<file path="config.mk">
export PLATFORM = sky130hd
export DESIGN_NAME = mem_port_arbiter
export DESIGN_NICKNAME = d
export VERILOG_FILES = /design/src/rtl/mem_port_arbiter.sv
export SDC_FILE = /design/constraint.sdc
export NUM_CORES = 1
export LEC_CHECK = 0
export ABC_AREA = 1
export CAP_MARGIN = 40
export CORE_MARGIN = 5
export CORE_UTILIZATION = 47
export CTS_BUF_LIST = sky130_fd_sc_hd__clkbuf_8
export DETAILED_ROUTE_END_ITERATION = 7
export HOLD_SLACK_MARGIN = 0.1
export PLACE_DENSITY_LB_ADDON = 0.3
export SYNTH_ARGS = -nofsm -noshare
export SYNTH_HDL_FRONTEND = slang
export SYNTH_SLANG_ARGS = --single-unit
</file>
<file path="constraint.sdc">
create_clock -name CLK -period 2.7 [get_ports CLK]
set_clock_uncertainty 0.05 [all_clocks]
set_input_delay 0.54 -clock CLK [delete_from_list [all_inputs] [get_ports CLK]]
set_output_delay 0.54 -clock CLK [all_outputs]
set_load 0.005 [all_outputs]
</file>
<file path="src/rtl/mem_port_arbiter.sv">
// mem_port_arbiter: shares one Avalon-MM master port between instruction fetch
// and the data path. One non-pipelined transfer at a time. Data normally wins,
// but fetch is guaranteed a grant after MAX_D_BURST data grants in a row while
// it waits. A transfer stalled for TIMEOUT waitrequest cycles is abandoned.
module mem_port_arbiter #(
  parameter int ADDR_W      = 32,
  parameter int DATA_W      = 32,
  parameter int MAX_D_BURST = 4,
  parameter int TIMEOUT     = 255
) (
  input  logic                CLK,
  input  logic                RST,
  input  logic                i_req,
  input  logic [ADDR_W-1:0]   i_addr,
  output logic [DATA_W-1:0]   i_rdata,
  output logic                i_done,
  input  logic                d_rd,
  input  logic                d_wr,
  input  logic [ADDR_W-1:0]   d_addr,
  input  logic [DATA_W-1:0]   d_wdata,
  output logic [DATA_W-1:0]   d_rdata,
  output logic                d_done,
  output logic [ADDR_W-1:0]   avm_address,
  output logic                avm_read,
  output logic                avm_write,
  output logic [DATA_W-1:0]   avm_writedata,
  output logic [DATA_W/8-1:0] avm_byteenable,
  input  logic [DATA_W-1:0]   avm_readdata,
  input  logic                avm_waitrequest,
  output logic                timeout_err
);

  localparam int DC_W = $clog2(MAX_D_BURST + 1);
  localparam int WC_W = $clog2(TIMEOUT + 1);

  typedef enum logic [1:0] {IDLE, GNT_I, GNT_D, RESP} state_t;

  state_t            r_state;
  logic [DC_W-1:0]   r_dcnt;
  logic [WC_W-1:0]   r_wcnt;
  logic [ADDR_W-1:0] r_addr;
  logic [DATA_W-1:0] r_wdata;
  logic              r_read;
  logic              r_write;
  logic [DATA_W-1:0] r_i_rdata;
  logic [DATA_W-1:0] r_d_rdata;
  logic              r_i_done;
  logic              r_d_done;
  logic              r_timeout_err;

  logic              w_d_req;
  logic              w_fetch_turn;

  // Arbitration inputs: any data request, and whether fetch is owed the next grant.
  always_comb begin
    w_d_req      = d_rd | d_wr;
    w_fetch_turn = i_req && (r_dcnt == DC_W'(MAX_D_BURST));
  end

  // Arbiter FSM: grant, hold strobe through waitrequest, one-cycle response.
  always_ff @(posedge CLK) begin
    if (RST) begin
      r_state       <= IDLE;
      r_dcnt        <= '0;
      r_wcnt        <= '0;
      r_addr        <= '0;
      r_wdata       <= '0;
      r_read        <= 1'b0;
      r_write       <= 1'b0;
      r_i_rdata     <= '0;
      r_d_rdata     <= '0;
      r_i_done      <= 1'b0;
      r_d_done      <= 1'b0;
      r_timeout_err <= 1'b0;
    end else begin
      r_i_done <= 1'b0;
      r_d_done <= 1'b0;
      case (r_state)
        IDLE: begin
          if (!i_req) r_dcnt <= '0;
          if (w_d_req && !w_fetch_turn) begin
            r_state <= GNT_D;
            r_addr  <= d_addr;
            r_wdata <= d_wdata;
            r_wcnt  <= '0;
            if (d_wr) r_write <= 1'b1;
            else      r_read  <= 1'b1;
            if (i_req && (r_dcnt != DC_W'(MAX_D_BURST))) r_dcnt <= r_dcnt + DC_W'(1);
          end else if (i_req) begin
            r_state <= GNT_I;
            r_addr  <= i_addr;
            r_read  <= 1'b1;
            r_wcnt  <= '0;
            r_dcnt  <= '0;
          end
        end
        GNT_I, GNT_D: begin
          if (!avm_waitrequest) begin
            r_read  <= 1'b0;
            r_write <= 1'b0;
            r_state <= RESP;
            if (r_state == GNT_I) begin
              r_i_done  <= 1'b1;
              r_i_rdata <= avm_readdata;
            end else begin
              r_d_done <= 1'b1;
              if (r_read) r_d_rdata <= avm_readdata;
            end
          end else if (r_wcnt == WC_W'(TIMEOUT - 1)) begin
            // This is the TIMEOUT-th stalled cycle: abandon with zero data.
            r_wcnt        <= r_wcnt + WC_W'(1);
            r_read        <= 1'b0;
            r_write       <= 1'b0;
            r_state       <= RESP;
            r_timeout_err <= 1'b1;
            if (r_state == GNT_I) begin
              r_i_done  <= 1'b1;
              r_i_rdata <= '0;
            end else begin
              r_d_done  <= 1'b1;
              r_d_rdata <= '0;
            end
          end else begin
            r_wcnt <= r_wcnt + WC_W'(1);
          end
        end
        RESP:    r_state <= IDLE;
        default: r_state <= IDLE;
      endcase
    end
  end

  // Registered state drives every output directly.
  always_comb begin
    avm_address    = r_addr;
    avm_read       = r_read;
    avm_write      = r_write;
    avm_writedata  = r_wdata;
    avm_byteenable = '1;
    i_rdata        = r_i_rdata;
    d_rdata        = r_d_rdata;
    i_done         = r_i_done;
    d_done         = r_d_done;
    timeout_err    = r_timeout_err;
  end

endmodule
</file>
==> qor.txt, run 1 <==
outcome - finished, final reports clean
endpoints failing setup - 0
Initial Util - 0.482
Main synth FF type - dfxtp_1
hold_buf cts - 0
Crit Path Class - reg -> reg
Core Area - 12700 sq um
Hold EP - avm_address[30]
antenna violations before repair - 0
most numerous cell in the Yosys netlist - nor2_1
number of synthesized flops with an enable pin - 0
Slew Limit Headroom - 0.572
GRT Total Usage - 0.255
HP Start - RST
Post-Synthesis Cell Area - 6100 sq um
Total Wirelength - 20.0 mm
clock latency on the worst-skew pair - 0.45 ns
post-route setup TNS - 0 ns
IO Pins - 271
RePlAce Congestion - 0.881
r2r startpoint - r_state[0]
largest family of logic cells by synthesized area - simple AND/OR/NAND/NOR gates
Core Util, Final - 0.731
CTS tree - done
CP Data Arrival Time - 2.33 ns
syn_area_per_cell - 7.19 sq um
Longest Clk Path Bufs - 2
Post-CTS Setup Bufs - 0
Period Utilization, post-route - 0.737
WL/cell - 15.6 um
pwr dens - 830 nW/um^2
Cell variety after synth - 30
adder-cell share of the synthesized area - 0.0144
R2R Setup Slk - 0.71 ns
DRC Markers - 0
pin count of the biggest net entering global routing - 79
Die ar. - 15400 sq um
Routed Antenna Nets - 0
count of final max-slew check failures - 0
yosys synthesis warning count - 0
total vias in the final route - 6431
max cap viols - 0
register bit total from synthesis - 146
worst-path maximum fanout - 25
die height - 124 um
Flop pwr share - 0.373
# diodes - 0
first-pass GRT wire length - 30.5 mm
HP Class - in -> reg
# resized after CTS - 0
Final Hold Vio Count - 0
leakage power - 3.75 nW
post-synthesis cell count - 849
num rows - 41
post-synthesis xor/xnor area fraction - 0.00144
total grt overflow - 0
Critical Path Source Type - register
Synth area leader - dfxtp_1
peak supply drop - 0.790 mV
reg-to-reg endpoint - avm_address[17]
buffers added on ports - 266
worst-margin pin slew - 0.642 ns
Synth top area share - 0.479
Commonest cells post-synth - 169 x nor2_1, 157 x nand2_1, 146 x dfxtp_1
hold path depth - 2
Clock Sinks - 146
Crit. End Element - register
sw frac - 0.361
H-Tree Depth - 4
Vias/cell - 5.02
filler cell count - 1011
multiplexer share of the synthesized area - 0
final hold slack - 0.321 ns
CP required - 3.04 ns
Area Growth Syn to Fin - 51.7%
Synth area leaders - dfxtp_1 48%, nor2_1 10%, nand2_1 9.7%
hpwl dp - 14.3 mm
layout cells sized above 1 - 0.0577
width of the die - 124 um
1st-pass router iterations - 6
fin area - 9260 sq um
Peak Freq - 502 MHz
CTS buffer count - 17
Async S/R FF share, synth - 0
fin worst setup slack - 0.709 ns
clk root buf - clkbuf_8
clock slew at reported path FFs - 0.08 ns
Initial DRC Count - 490
cells on worst reg2reg path - 8
Final min period - 1.99 ns
Place WS - 0.421 ns
P_sw - 2.77 mW
placed cell areas - 8880 sq um
simple-gate share of the synthesized area - 0.279
vias in the first global route - 6030
sequential-to-total area share from yosys stat - 0.479
RSZ-0062 raised after global routing - false
fraction of the mapped netlist area in compound gates - 0.143
Clk pwr share - 0.215
cell-internal power - 4.92 mW
Comb pwr share - 0.413
# nets final - 1239
## critical path, cell delays in order, from the launching register on
cell     delay (ns)
dfxtp_1        0.34
inv_1          0.08
ha_1           0.25
inv_1          0.18
a21oi_4        0.31
nand2_2        0.37
nor2_1         0.18
o21ai_0        0.11
nand2_1        0.07
## registers in the layout, summed over array words and instances (netlist names), 2 cells and up
signal / flops
i_rdata: 32
avm_writedata: 32
r_wcnt: 8
r_dcnt: 3
avm_address: 32
d_rdata: 32
r_state: 2
## area by class of cell
cell class              count  area (sq um)  share of cell area
well taps                 172           215              0.0232
clock buffers              19           262              0.0282
flip-flops and latches    146          2920               0.316
inverters                  61           229              0.0247
clock inverters            12           116              0.0126
multi-input cells         587          2690               0.290
repair buffers            285          2830               0.305
## layer usage
metal,share of wire,vias to the layer above,GRT usage,wire length (um)
met5,0,-,0,0
met4,0.037,0,0.104,729
met3,0.11,51,0.114,2160
met2,0.47,274,0.414,9370
met1,0.39,2874,0.292,7700
li1,-,3232,-,-
## kinds of logic after synthesis
group	Yosys count
XOR/XNOR	1
AND/OR/NAND/NOR	411
AO/OA/AOI/OAI	164
other	1
adder cells (fa/ha/maj)	7
buffers and inverters	119
flip-flops	146
## metrics by stage
stage	cells	power (mW)
floorplan	852	4.48
global placement	1251	6.00
detailed placement	1251	6.04
CTS	1282	7.71
global route	1282	8.20
finish	1282	7.69
## layout by cell type, fill, tap and decap left out
cell and n:
a211oi_1 1, a21oi_1 80, a21oi_4 2, a31o_2 1
and3_1 1, buf_12 2, buf_2 1, buf_4 17
bufinv_16 2, clkbuf_8 19, clkdlybuf4s50_1 265, clkinv_1 1
clkinv_2 6, clkinvlp_4 3, conb_1 4, dfxtp_1 146
ha_1 7, inv_1 59, inv_2 2, nand2_1 157
nand2_2 3, nand2_4 1, nand3_1 47, nand3_2 1
nand4_1 28, nor2_1 169, nor2_2 3, o211ai_1 7
o21a_1 1, o21ai_0 71, o21bai_1 1, or2_2 1
xor2_1 1
## power by group through the flow
stage	clock network [mW]	logic, mW	registers (mW)
finish	1.65	3.17	2.86
global route	1.78	3.51	2.91
CTS	1.68	3.18	2.86
detailed placement	0	3.14	2.90
global placement	0	3.11	2.88
floorplan	0	1.57	2.91
## worst max-delay path by stage
stage,start,to,slack (ns),depth (start not counted)
2_1_floorplan,r_state[0],r_wcnt[5],0.91,11
3_3_place_gp,avm_waitrequest,d_rdata[5],0.47,7
3_5_place_dp,d_wr,avm_address[9],0.42,7
4_1_cts,avm_address[31],avm_address[31],0.70,1
5_1_grt,r_state[1],avm_address[1],0.51,8
6_report,r_state[0],avm_address[17],0.71,8
No activity file was read; power rests on OpenSTA's default activity.
==> inputs of run 2 (changes only) <==
--- a/config.mk
+++ b/config.mk
@@ -8,7 +8,7 @@
 export ABC_AREA = 1
 export CAP_MARGIN = 40
 export CORE_MARGIN = 5
-export CORE_UTILIZATION = 47
+export CORE_UTILIZATION = 39
 export CTS_BUF_LIST = sky130_fd_sc_hd__clkbuf_8
 export DETAILED_ROUTE_END_ITERATION = 7
 export HOLD_SLACK_MARGIN = 0.1
==> constraint.sdc (replaced) <==
create_clock -name CLK -period 1.65 [get_ports CLK]
set_clock_uncertainty 0.05 [all_clocks]
set_input_delay 0.33 -clock CLK [delete_from_list [all_inputs] [get_ports CLK]]
set_output_delay 0.33 -clock CLK [all_outputs]
set_load 0.005 [all_outputs]
==> run 2 against run 1 <==
The run now ends with setup timing left. Wire length up 9.0%. Worst setup slack worse by 0.73 ns. Clock-buffer cell count down 2. Sequential share of layout area down 2.3 points. Non-clock buffer count up 55. Critical path type unchanged. Critical endpoint is now d_rdata[22]. Highest routed layer unchanged.
==> qor.txt, run 2 (synthesis results as in run 1) <==
outcome - complete, but fails checks
failing checks - setup timing
hold_buf cts - 0 (unchanged)
M1 WL - 8.73 mm (+13%)
P_sw - 5.32 mW (+92%)
fin worst setup slack - -0.0241 ns (-0.733 ns)
DRC Markers - 0 (unchanged)
Core Area - 15300 sq um (+20%)
Final min period - 1.67 ns (-0.317 ns)
GRT Total Usage - 0.218 (-0.0366)
Crit Path Class - reg -> reg
# diodes - 0 (unchanged)
CTS buffer count - 17 (unchanged)
CP Data Arrival Time - 1.98 ns (-0.35 ns)
Comb pwr share - 0.470 (+0.057)
endpoints failing setup - 13 (+13)
total grt overflow - 0 (unchanged)
cells along the critical path - inv_2, ha_4, inv_4, a21oi_4, nand3_4, clkbuf_16, a21oi_1, nor2_1
Die ar. - 18300 sq um (+19%)
total vias in the final route - 6782 (+5.5%)
pwr dens - 1390 nW/um^2 (+67%)
Clock Sinks - 146 (unchanged)
commonest non-fill, non-tap cells in the layout - 160 x nor2_1, 137 x nand2_1, 133 x dlygate4sd2_1, 132 x clkdlybuf4s50_1, 117 x dfxtp_1
Flop pwr share - 0.335 (-0.038)
CTS tree - done
Total Wirelength - 21.8 mm (+9.0%)
cell-internal power - 8.69 mW (+77%)
WL/cell - 15.8 um (+1.5%)
Vias/cell - 4.93 (-1.8%)
1st-pass router iterations - 5 (-1)
Initial Util - 0.400 (-0.0817)
worst-margin pin slew - 0.649 ns (+0.00716 ns)
CP required - 1.95 ns (-1.09 ns)
leakage power - 4.69 nW (+25%)
HP Class - in -> reg
max cap viols - 0 (unchanged)
Peak Freq - 597 MHz (+19%)
num rows - 45 (+9.8%)
clock slew at reported path FFs - 0.09 ns (about the same)
IO Pins - 271 (unchanged)
buffers added on ports - 266 (unchanged)
RePlAce Congestion - 0.850 (-3.6%)
detailed route wirelength on metal3 - 1.90 mm (-12%)
slowest stage delay, CP - 0.35 ns (-0.02 ns)
filler cell count - 1344 (+33%)
Critical Path Source Type - register
Routed Antenna Nets - 0 (unchanged)
Slew Limit Headroom - 0.567 (-0.00478)
Clk pwr share - 0.195 (-0.020)
layout cells sized above 1 - 0.179 (+0.122)
commonest non-fill, non-tap cell in the layout - nor2_1
first-pass GRT wire length - 32.0 mm (+4.7%)
Multi-input gate area - 2930 sq um (+8.9%)
clk root buf - clkbuf_8
Longest Clk Path Bufs - 2 (unchanged)
clock latency on the worst-skew pair - 0.45 ns (about the same)
die height - 135 um (+9.0%)
top layer used by detailed routing - met4
Area Growth Syn to Fin - 65.4%
RSZ-0062 raised after global routing - true
final hold slack - 0.181 ns (-0.140 ns)
sw frac - 0.380 (+0.0190)
Period Utilization, post-route - 1.01 (+0.277)
count of final max-slew check failures - 0 (unchanged)
antenna violations before repair - 0 (unchanged)
worst-path maximum fanout - 7 (-72%)
slowest library cell on the worst path - dfxtp_2
met2 WL - 10.5 mm (+12%)
sequential cell area - 2960 sq um (+1.2%)
vias in the first global route - 6424 (+6.5%)
peak supply drop - 0.830 mV (+5.1%)
pin count of the biggest net entering global routing - 59 (-25%)
H-Tree Depth - 4 (unchanged)
Final Hold Vio Count - 0 (unchanged)
Crit. End Element - register
Place WS - -0.278 ns (-0.699 ns)
# nets final - 1294 (+4.4%)
Initial DRC Count - 410 (-16%)
width of the die - 135 um (+9.0%)
hpwl dp - 14.9 mm (+4.2%)
Core Util, Final - 0.662 (-0.0691)
## run 2: cell type report
class                   instances  area share
clock inverters                15      0.0147
inverters                      61      0.0235
well taps                     211      0.0262
multi-input cells             587       0.290
clock buffers                  17      0.0232
flip-flops and latches        146       0.293
repair buffers                340       0.329
## run 2: critical path: cells and delay by family (launching register included)
kind            cells  cell delay, ns
buf+inv             3            0.33
compound gates      2            0.30
flops               1            0.35
simple gates        2            0.26
fa+ha+maj           1            0.30
## run 2: path summary, 6_finish.rpt
path / end / cells after the start / from / slack, ns
hold / removal: r_dcnt[2] / 3 / RST / 0.18
setup reg to reg: d_rdata[22] / 8 / r_state[0] / -0.02
hold reg to reg: i_rdata[1] / 2 / i_rdata[1] / 0.40
setup / recovery: d_rdata[22] / 8 / r_state[0] / -0.02
## run 2: per-stage QoR
step | std cells | cell area, sq um | setup TNS, ns | power, mW
final | 1377 | 10100 | -0.134 | 14.0
after global routing | 1377 | 10100 | -3.05 | 14.9
after CTS | 1358 | 9620 | 0 | 13.1
after detailed placement | 1325 | 9330 | -24.42 | 10.7
after global placement | 1325 | 9330 | -20.28 | 10.6
after floorplan | 852 | 6130 | 0 | 7.39
## run 2: timing repair
| item | 4_1_cts | 5_1_grt |
|---|---|---|
| setup endpoints to repair | 218 | 134 |
| pin swaps | 0 | 14 |
| cloned | 1 | 7 |
| gates resized for setup | 160 | 85 |
| setup buffers | 0 | 12 |
## run 2: power by group through the flow
| stage | registers [mW] | logic [mW] | clock network (mW) |
|---|---|---|---|
| global route | 4.77 | 7.17 | 2.98 |
| detailed placement | 4.74 | 5.92 | 0 |
| floorplan | 4.77 | 2.63 | 0 |
| finish | 4.69 | 6.59 | 2.74 |
| global placement | 4.72 | 5.86 | 0 |
| CTS | 4.67 | 5.62 | 2.81 |
## run 2: metal layers
metal	up-vias	GRT usage
met5	-	0
met4	0	0.101
met3	47	0.0812
met2	260	0.356
met1	3124	0.254
li1	3351	-
